**src/rtl/fh_rom_streamer.sv**
```systemverilog
// Streams runs of consecutive fh_rom words as MSB-first beats on a valid/ready port.
// A one-word prefetch buffer hides the two-cycle ROM fetch behind the current word.
module fh_rom_streamer #(
  parameter int ADDR_WIDTH = 8,
  parameter int DATA_WIDTH = 96,
  parameter int OUT_WIDTH  = 8
) (
  input  logic                  clk,
  input  logic                  tb_rst,
  input  logic                  start,
  input  logic [ADDR_WIDTH-1:0] start_addr,
  input  logic [ADDR_WIDTH-1:0] word_cnt,
  output logic                  busy,
  output logic                  done,
  output logic [ADDR_WIDTH-1:0] rom_addr,
  input  logic [DATA_WIDTH-1:0] rom_rd_data,
  output logic [OUT_WIDTH-1:0]  out_data,
  output logic                  out_valid,
  input  logic                  out_ready,
  output logic                  out_last
);
  localparam int CHUNKS = DATA_WIDTH / OUT_WIDTH;
  localparam int BEAT_W = $clog2(CHUNKS);
  localparam logic [BEAT_W-1:0] LAST_BEAT = BEAT_W'(CHUNKS - 1);

  typedef enum logic [1:0] {IDLE, FILL, STREAM} state_t;

  state_t                state, next_state;
  logic                  fetch_p0, fetch_p1;
  logic [DATA_WIDTH-1:0] shift_reg, next_buf;
  logic                  next_valid;
  logic [BEAT_W-1:0]     beat;
  logic [ADDR_WIDTH-1:0] fetch_left;
  logic [ADDR_WIDTH-1:0] word_rem;

  logic start_acc, accept, word_end, final_acc;
  logic load_rom, load_buf, to_buf, issue;

  assign out_data = shift_reg[DATA_WIDTH-1 -: OUT_WIDTH];
  assign out_last = out_valid && (word_rem == '0) && (beat == LAST_BEAT);

  always_ff @(posedge clk or posedge tb_rst) begin
    if (tb_rst) state <= IDLE;
    else        state <= next_state;
  end

  always_comb begin
    next_state = state;
    start_acc  = 1'b0;
    load_rom   = 1'b0;
    load_buf   = 1'b0;
    to_buf     = 1'b0;
    accept     = out_valid && out_ready;
    word_end   = accept && (beat == LAST_BEAT);
    final_acc  = word_end && (word_rem == '0);
    case (state)
      IDLE: begin
        if (start) begin
          start_acc  = 1'b1;
          next_state = FILL;
        end
      end
      FILL: begin
        if (fetch_p1) begin
          load_rom   = 1'b1;
          next_state = STREAM;
        end
      end
      STREAM: begin
        // A capture goes straight to the shift register only if that register is idle this edge.
        if (fetch_p1) begin
          if (!out_valid || (word_end && !next_valid)) load_rom = 1'b1;
          else                                         to_buf   = 1'b1;
        end
        load_buf = word_end && next_valid;
        if (final_acc) next_state = IDLE;
      end
      default: next_state = IDLE;
    endcase
    issue = (load_rom || load_buf) && (fetch_left != '0);
  end

  // Stage p0: address presented to ROM; stage p1: ROM word available for capture
  always_ff @(posedge clk or posedge tb_rst) begin
    if (tb_rst) begin
      fetch_p0   <= 1'b0;
      fetch_p1   <= 1'b0;
      rom_addr   <= '0;
      fetch_left <= '0;
      word_rem   <= '0;
      busy       <= 1'b0;
      done       <= 1'b0;
      shift_reg  <= '0;
      beat       <= '0;
      next_buf   <= '0;
      next_valid <= 1'b0;
      out_valid  <= 1'b0;
    end else begin
      fetch_p0 <= start_acc || issue;
      fetch_p1 <= fetch_p0;
      done     <= final_acc;

      if (start_acc) begin
        rom_addr   <= start_addr;
        fetch_left <= word_cnt;
        word_rem   <= word_cnt;
        busy       <= 1'b1;
        next_valid <= 1'b0;
      end else begin
        if (issue) begin
          rom_addr   <= rom_addr + 1'b1;
          fetch_left <= fetch_left - 1'b1;
        end
        if (final_acc) busy <= 1'b0;
        if ((load_rom || load_buf) && (state == STREAM)) word_rem <= word_rem - 1'b1;
        if (to_buf) begin
          next_buf   <= rom_rd_data;
          next_valid <= 1'b1;
        end else if (load_buf) begin
          next_valid <= 1'b0;
        end
      end

      if (load_rom) begin
        shift_reg <= rom_rd_data;
        beat      <= '0;
      end else if (load_buf) begin
        shift_reg <= next_buf;
        beat      <= '0;
      end else if (accept) begin
        shift_reg <= shift_reg << OUT_WIDTH;
        beat      <= beat + 1'b1;
      end

      if (load_rom || load_buf) out_valid <= 1'b1;
      else if (word_end)        out_valid <= 1'b0;
    end
  end
endmodule

```
**config.mk**
```make
export PLATFORM = sky130hd
export DESIGN_NAME = fh_rom_streamer
export DESIGN_NICKNAME = d
export VERILOG_FILES = /design/src/rtl/fh_rom_streamer.sv
export SDC_FILE = /design/constraint.sdc
export NUM_CORES = 1
export LEC_CHECK = 0
export BUFFER_PORTS_ARGS = -buffer_cell sky130_fd_sc_hd__buf_2
export CORE_MARGIN = 3
export CORE_UTILIZATION = 55
export CTS_CLUSTER_SIZE = 10
export DETAILED_ROUTE_END_ITERATION = 10
export GPL_TIMING_DRIVEN = 0
export PLACE_DENSITY = 0.76
export SYNTH_ARGS = -nofsm -noshare
export SYNTH_HDL_FRONTEND = slang
export SYNTH_SLANG_ARGS = --single-unit
```
**constraint.sdc**
```tcl
create_clock -name clk -period 11.25 [get_ports clk]
set_clock_uncertainty 0.2 [all_clocks]
set_input_delay 3.375 -clock clk [delete_from_list [all_inputs] [get_ports clk]]
set_output_delay 3.375 -clock clk [all_outputs]
set_load 0.01 [all_outputs]
```
# == Word-level counts from Yosys, hierarchy flattened ==
# Index checks and enable logic that the tools add are counted.
# op_classes
addsub,4
eq_ne,6
bitwise_logic,1
mul,0
div_mod_pow,0
n_lt_le_gt_ge,0
reduce_logical,25
shifts,0
muxes,33
# op_table
op,n
$mux 96,3
$mux 8,6
$mux 1,16
$sub 8x1->8 const B,2
$mux 4,3
$logic_and 1x1->1,9
$add 8x1->8 const B,1
$logic_not 8->1,1
$reduce_bool 2->1,4
$reduce_bool 8->1,1
$mux 2,3
$ne 2x2->1 const B,3
$pmux 2 s3,1
$reduce_bool 3->1,2
$add 4x1->4 const B,1
$eq 4x4->1 const B,1
$logic_or 1x1->1,3
$reduce_and 3->1,1
$eq 2x1->1 const B,1
$eq 2x2->1 const B,1
$logic_not 1->1,2
$logic_not 2->1,1
$pmux 1 s2,1
$reduce_and 2->1,1
$not 1->1,1
# totals
ram_bits,0
latch_bits,0
in_bits,116
n_memories,0
ff_bits,228
romBits,0
word_cells,82
out_inout_bits,20

# == Depth between registers and ports, before layout ==
# depth
word_depth,11
mapped_depth,10
ltp_nobuf,7

# == Worst setup path after synthesis ==
# No wires, ideal clock.
# synth_path
path_kind,input -> register
start,input out_ready
end,register word_rem[7]
t_arrival_ns,4.654
path_slack_ns,6.314
stages,6
required_ns,10.968
n_path_buf,1
cell_sequence,nand2_1 buf_2 o32ai_4 nand4_1 or4_1 a31oi_1
# synth_between
elab_chain_len,10
word_cells_on_any_way,12
cone_classes,4 x mux; 8 x reduce/logical
# synth_lines
item,line_no,source
start: declaration,19,"input logic out_ready,"
$logic_and 1x1->1 (*),53,accept = out_valid && out_ready;
$logic_and 1x1->1 (*),54,word_end = accept && (beat == LAST_BEAT);
$logic_and 1x1->1,72,if (!out_valid || (word_end && !next_valid)) load_rom = 1'b1;
$logic_or 1x1->1,72,
$mux 1,72,
$mux 1,71,if (fetch_p1) begin
$pmux 1 s2,56,case (state)
$logic_or 1x1->1 (*),115,if ((load_rom || load_buf) && (state == STREAM)) word_rem <= word_rem - 1'b1;
$logic_and 1x1->1 (*),115,
$reduce_bool 2->1 (no line) (*),-,
end signal: assignment,106,word_rem <= word_cnt;
end signal: assignment,115,
end: declaration,34,logic [ADDR_WIDTH-1:0] word_rem;
# Mark *: on every way between the ends. The rest lies on a longest branch, timed or not.
# A chain may end at the register's enable or synchronous reset.

# == Worst setup path after layout ==
# layout_path
start,register beat[0]
end,output out_last
# layout_between
elab_chain_len,2
# layout_lines
item,line_no,source
start: declaration,32,logic [BEAT_W-1:0] beat;
start signal: assignment,132,beat <= beat + 1'b1;
$eq 4x4->1,40,assign out_last = out_valid && (word_rem == '0) && (beat == LAST_BEAT);
$logic_and 1x1->1,40,
end: declaration,20,output logic out_last
# Every way passes these cells.

==> impl_metrics.toml <==
[worst_hold_path]
hold_path.class = "flop to flop"

[detailed_routing]
wirelength_mm = 27.2
dr.pass1.iters = 5
wl_per_cell_um = 18.6
ant_nets = 0
vias = 8309
avgViaCountPerCell = 5.68
post-route-drc-count = 0
drtIter0Drc = 544

[power]
p_int_mw = 2.20
p_leak_nw = 5.90
power.total_mw = 3.23
p_sw_frac = 0.320
clkPwrFrac = 0.229
power_frac_comb = 0.325
switchingPower_mw = 1.04
power_density_mw_per_mm2 = 252
seqPwrFrac = 0.446
irDropWorstVdd_v = 0.000185

[logic_synthesis]
ys_seq_area_frac = 0.516
syn-num-nets = 1156
synth_seq_cells = 228
syn_avg_cell_area_um2 = 10.7
yosys.cell_types.count = 49
netlist_area_mm2 = 0.0111
synth_edf_count = 0
async_flop_share = 1.00
synth_cells = 1030
synth_warnings = 0
synth_ff_type = "dfrtp_1"

[clock_network]
root_buffer = "clkbuf_16"
cts_tree = "yes"
cts_buffers = 27
cts_setup_buffers = 0
cts.path.max_buffers = 3
holdBufCountCts = 0
h-tree-depth = 1
cts_sinks = 228
clk_pin_slew_worst_paths_ps = 50
cts_resized = 0
clkLatencyLatePin_ps = 510

[sta]
slew_headroom = 0.438
hold_viol_final = 0
grt_setup_unrepaired = "false"
timing.final.crit_period_ps = 5540
finalSetupTns_ps = 0
slew_viol_final = 0
final-setup-viol-count = 0
worst_pin_slew_ps = 843
final.period_utilization = 0.492
layout_setup_ws_ps = 5710
timing.fmax_mhz = 181

[critical_path]
crit_required_ps = 7680
crit_chain = "ha_1, nand3b_4, nor4b_1, and2_1, buf_2"
crit_family = "simple AND/OR/NAND/NOR gates"
endpoint_kind = "output pin"
path_class = "flop to output pin"
critPathBufInv = 1
critical_path_arrival_ps = 1960
critPathMaxFanout = 6
slowest_stage = "dfrtp_1"
crit_path_start_kind = "flop"
cpPeakStageDelay_ps = 390

[placed_design]
place_area_mm2 = 0.0121
gp_congestion = 0.849
placed_cells = 1431
dp_slack_ps = 5500
port_buffers = 135
dp_hpwl_mm = 19.0

[final_layout]
final_layout_size_suffix_gt1_frac = 0.346
mostFrequentLayoutCell = "dfrtp_1"
num_antenna_cells = 0
layoutNonFillerInstCount = 1464
area_growth_pct = 15.9
nNetsFinal = 1321
final_cell_mix = "228 x dfrtp_1, 195 x mux2_2, 190 x nand2_1"
stdcell_area_mm2 = 0.0128

[floorplanning]
initial_utilization = 0.565
die-area_mm2 = 0.0219
ioPinCount = 136
die_x_um = 148
fp.coreArea_mm2 = 0.0196
rows = 51
die_height_um = 148

[global_route]
grt_pass1_vias = 8551
antenna_found_initial = 1
grt_start_max_net_pins = 116
grt_pass1_wl_mm = 44.0
grt_overflow_total = 0
track_usage = 0.247

[job]
cap_viol_max_count = 0

[run_status]
status = "complete, no violations"
logic make-up (layout without fill, tap and decap cells):
family	Yosys count	count (layout)	share of synthesized area
XOR/XNOR	22	22	0.0174
AO/OA/AOI/OAI	90	90	0.0577
adder cells (fa/ha/maj)	10	10	0.0113
flip-flops	228	228	0.516
multiplexers	199	199	0.202
buffers and inverters	89	258	0.0398
AND/OR/NAND/NOR	392	392	0.156
power by group through the flow:
stage	sequential (mW)	clock [mW]	combinational [mW]
6_report	1.44	0.741	1.05
3_5_place_dp	1.45	0	1.05
2_1_floorplan	1.38	0	0.821
3_3_place_gp	1.43	0	1.01
4_1_cts	1.44	0.756	1.06
5_1_grt	1.48	0.790	1.17
worst paths after layout:
| check | start | endpoint | slack (ps) | depth (start not counted) |
|---|---|---|---|---|
| setup / recovery | beat[0] | out_last | 5710 | 5 |
| hold reg to reg | fetch_p0 | fetch_p1 | 160 | 0 |
| max in group asynchronous | tb_rst | rom_addr[1] | 7040 | 3 |
| min in group asynchronous | tb_rst | next_buf[73] | 2780 | 2 |
| hold / removal | fetch_p0 | fetch_p1 | 160 | 0 |
| setup reg to reg | state[0] | shift_reg[34] | 8400 | 9 |
routing by layer:
metal | part of all wire | wire (µm) | up-vias | track usage
li1 | - | - | 3887 | -
met5 | 0.00033 | 9 | - | 0
met1 | 0.43 | 11700 | 4143 | 0.335
met2 | 0.49 | 13400 | 234 | 0.421
met4 | 0.021 | 580 | 2 | 0.0633
met3 | 0.055 | 1500 | 43 | 0.0383
cells in the mapped netlist, drive strengths merged, types with 3 or more instances:
| cell | count | area (µm²) |
|---|---|---|
| a31oi | 38 | 238 |
| ha | 10 | 125 |
| nor2 | 60 | 225 |
| a21oi | 25 | 129 |
| mux2i | 3 | 30.0 |
| nand4 | 4 | 25.0 |
| nand3 | 117 | 586 |
| xor2 | 7 | 61.3 |
| nor2b | 3 | 18.8 |
| mux2 | 196 | 2210 |
| nor3 | 3 | 31.3 |
| nand2 | 190 | 713 |
| xnor2 | 15 | 131 |
| a22o | 8 | 70.1 |
| buf | 49 | 290 |
| clkbuf | 29 | 109 |
| dfrtp | 228 | 5710 |
| a2111oi | 6 | 77.6 |
| a211oi | 4 | 35.0 |
| inv | 11 | 41.3 |
stage by stage:
step	util	hold slack, ps
after floorplan	-	131
after global placement	0.616	134
after detailed placement	0.618	151
after CTS	0.655	163
after global routing	0.655	161
final	0.655	161
layout make-up:
class	instances	area, µm²
clock buffer	32	704
buffer	78	399
clock inverter	1	8.76
fill	1595	6770
inverter	11	48.8
tap	265	332
sequential	228	5710
multi-input combinational	713	4920
timing repair buffer	136	703
Power figures use the tool's default switching activity.
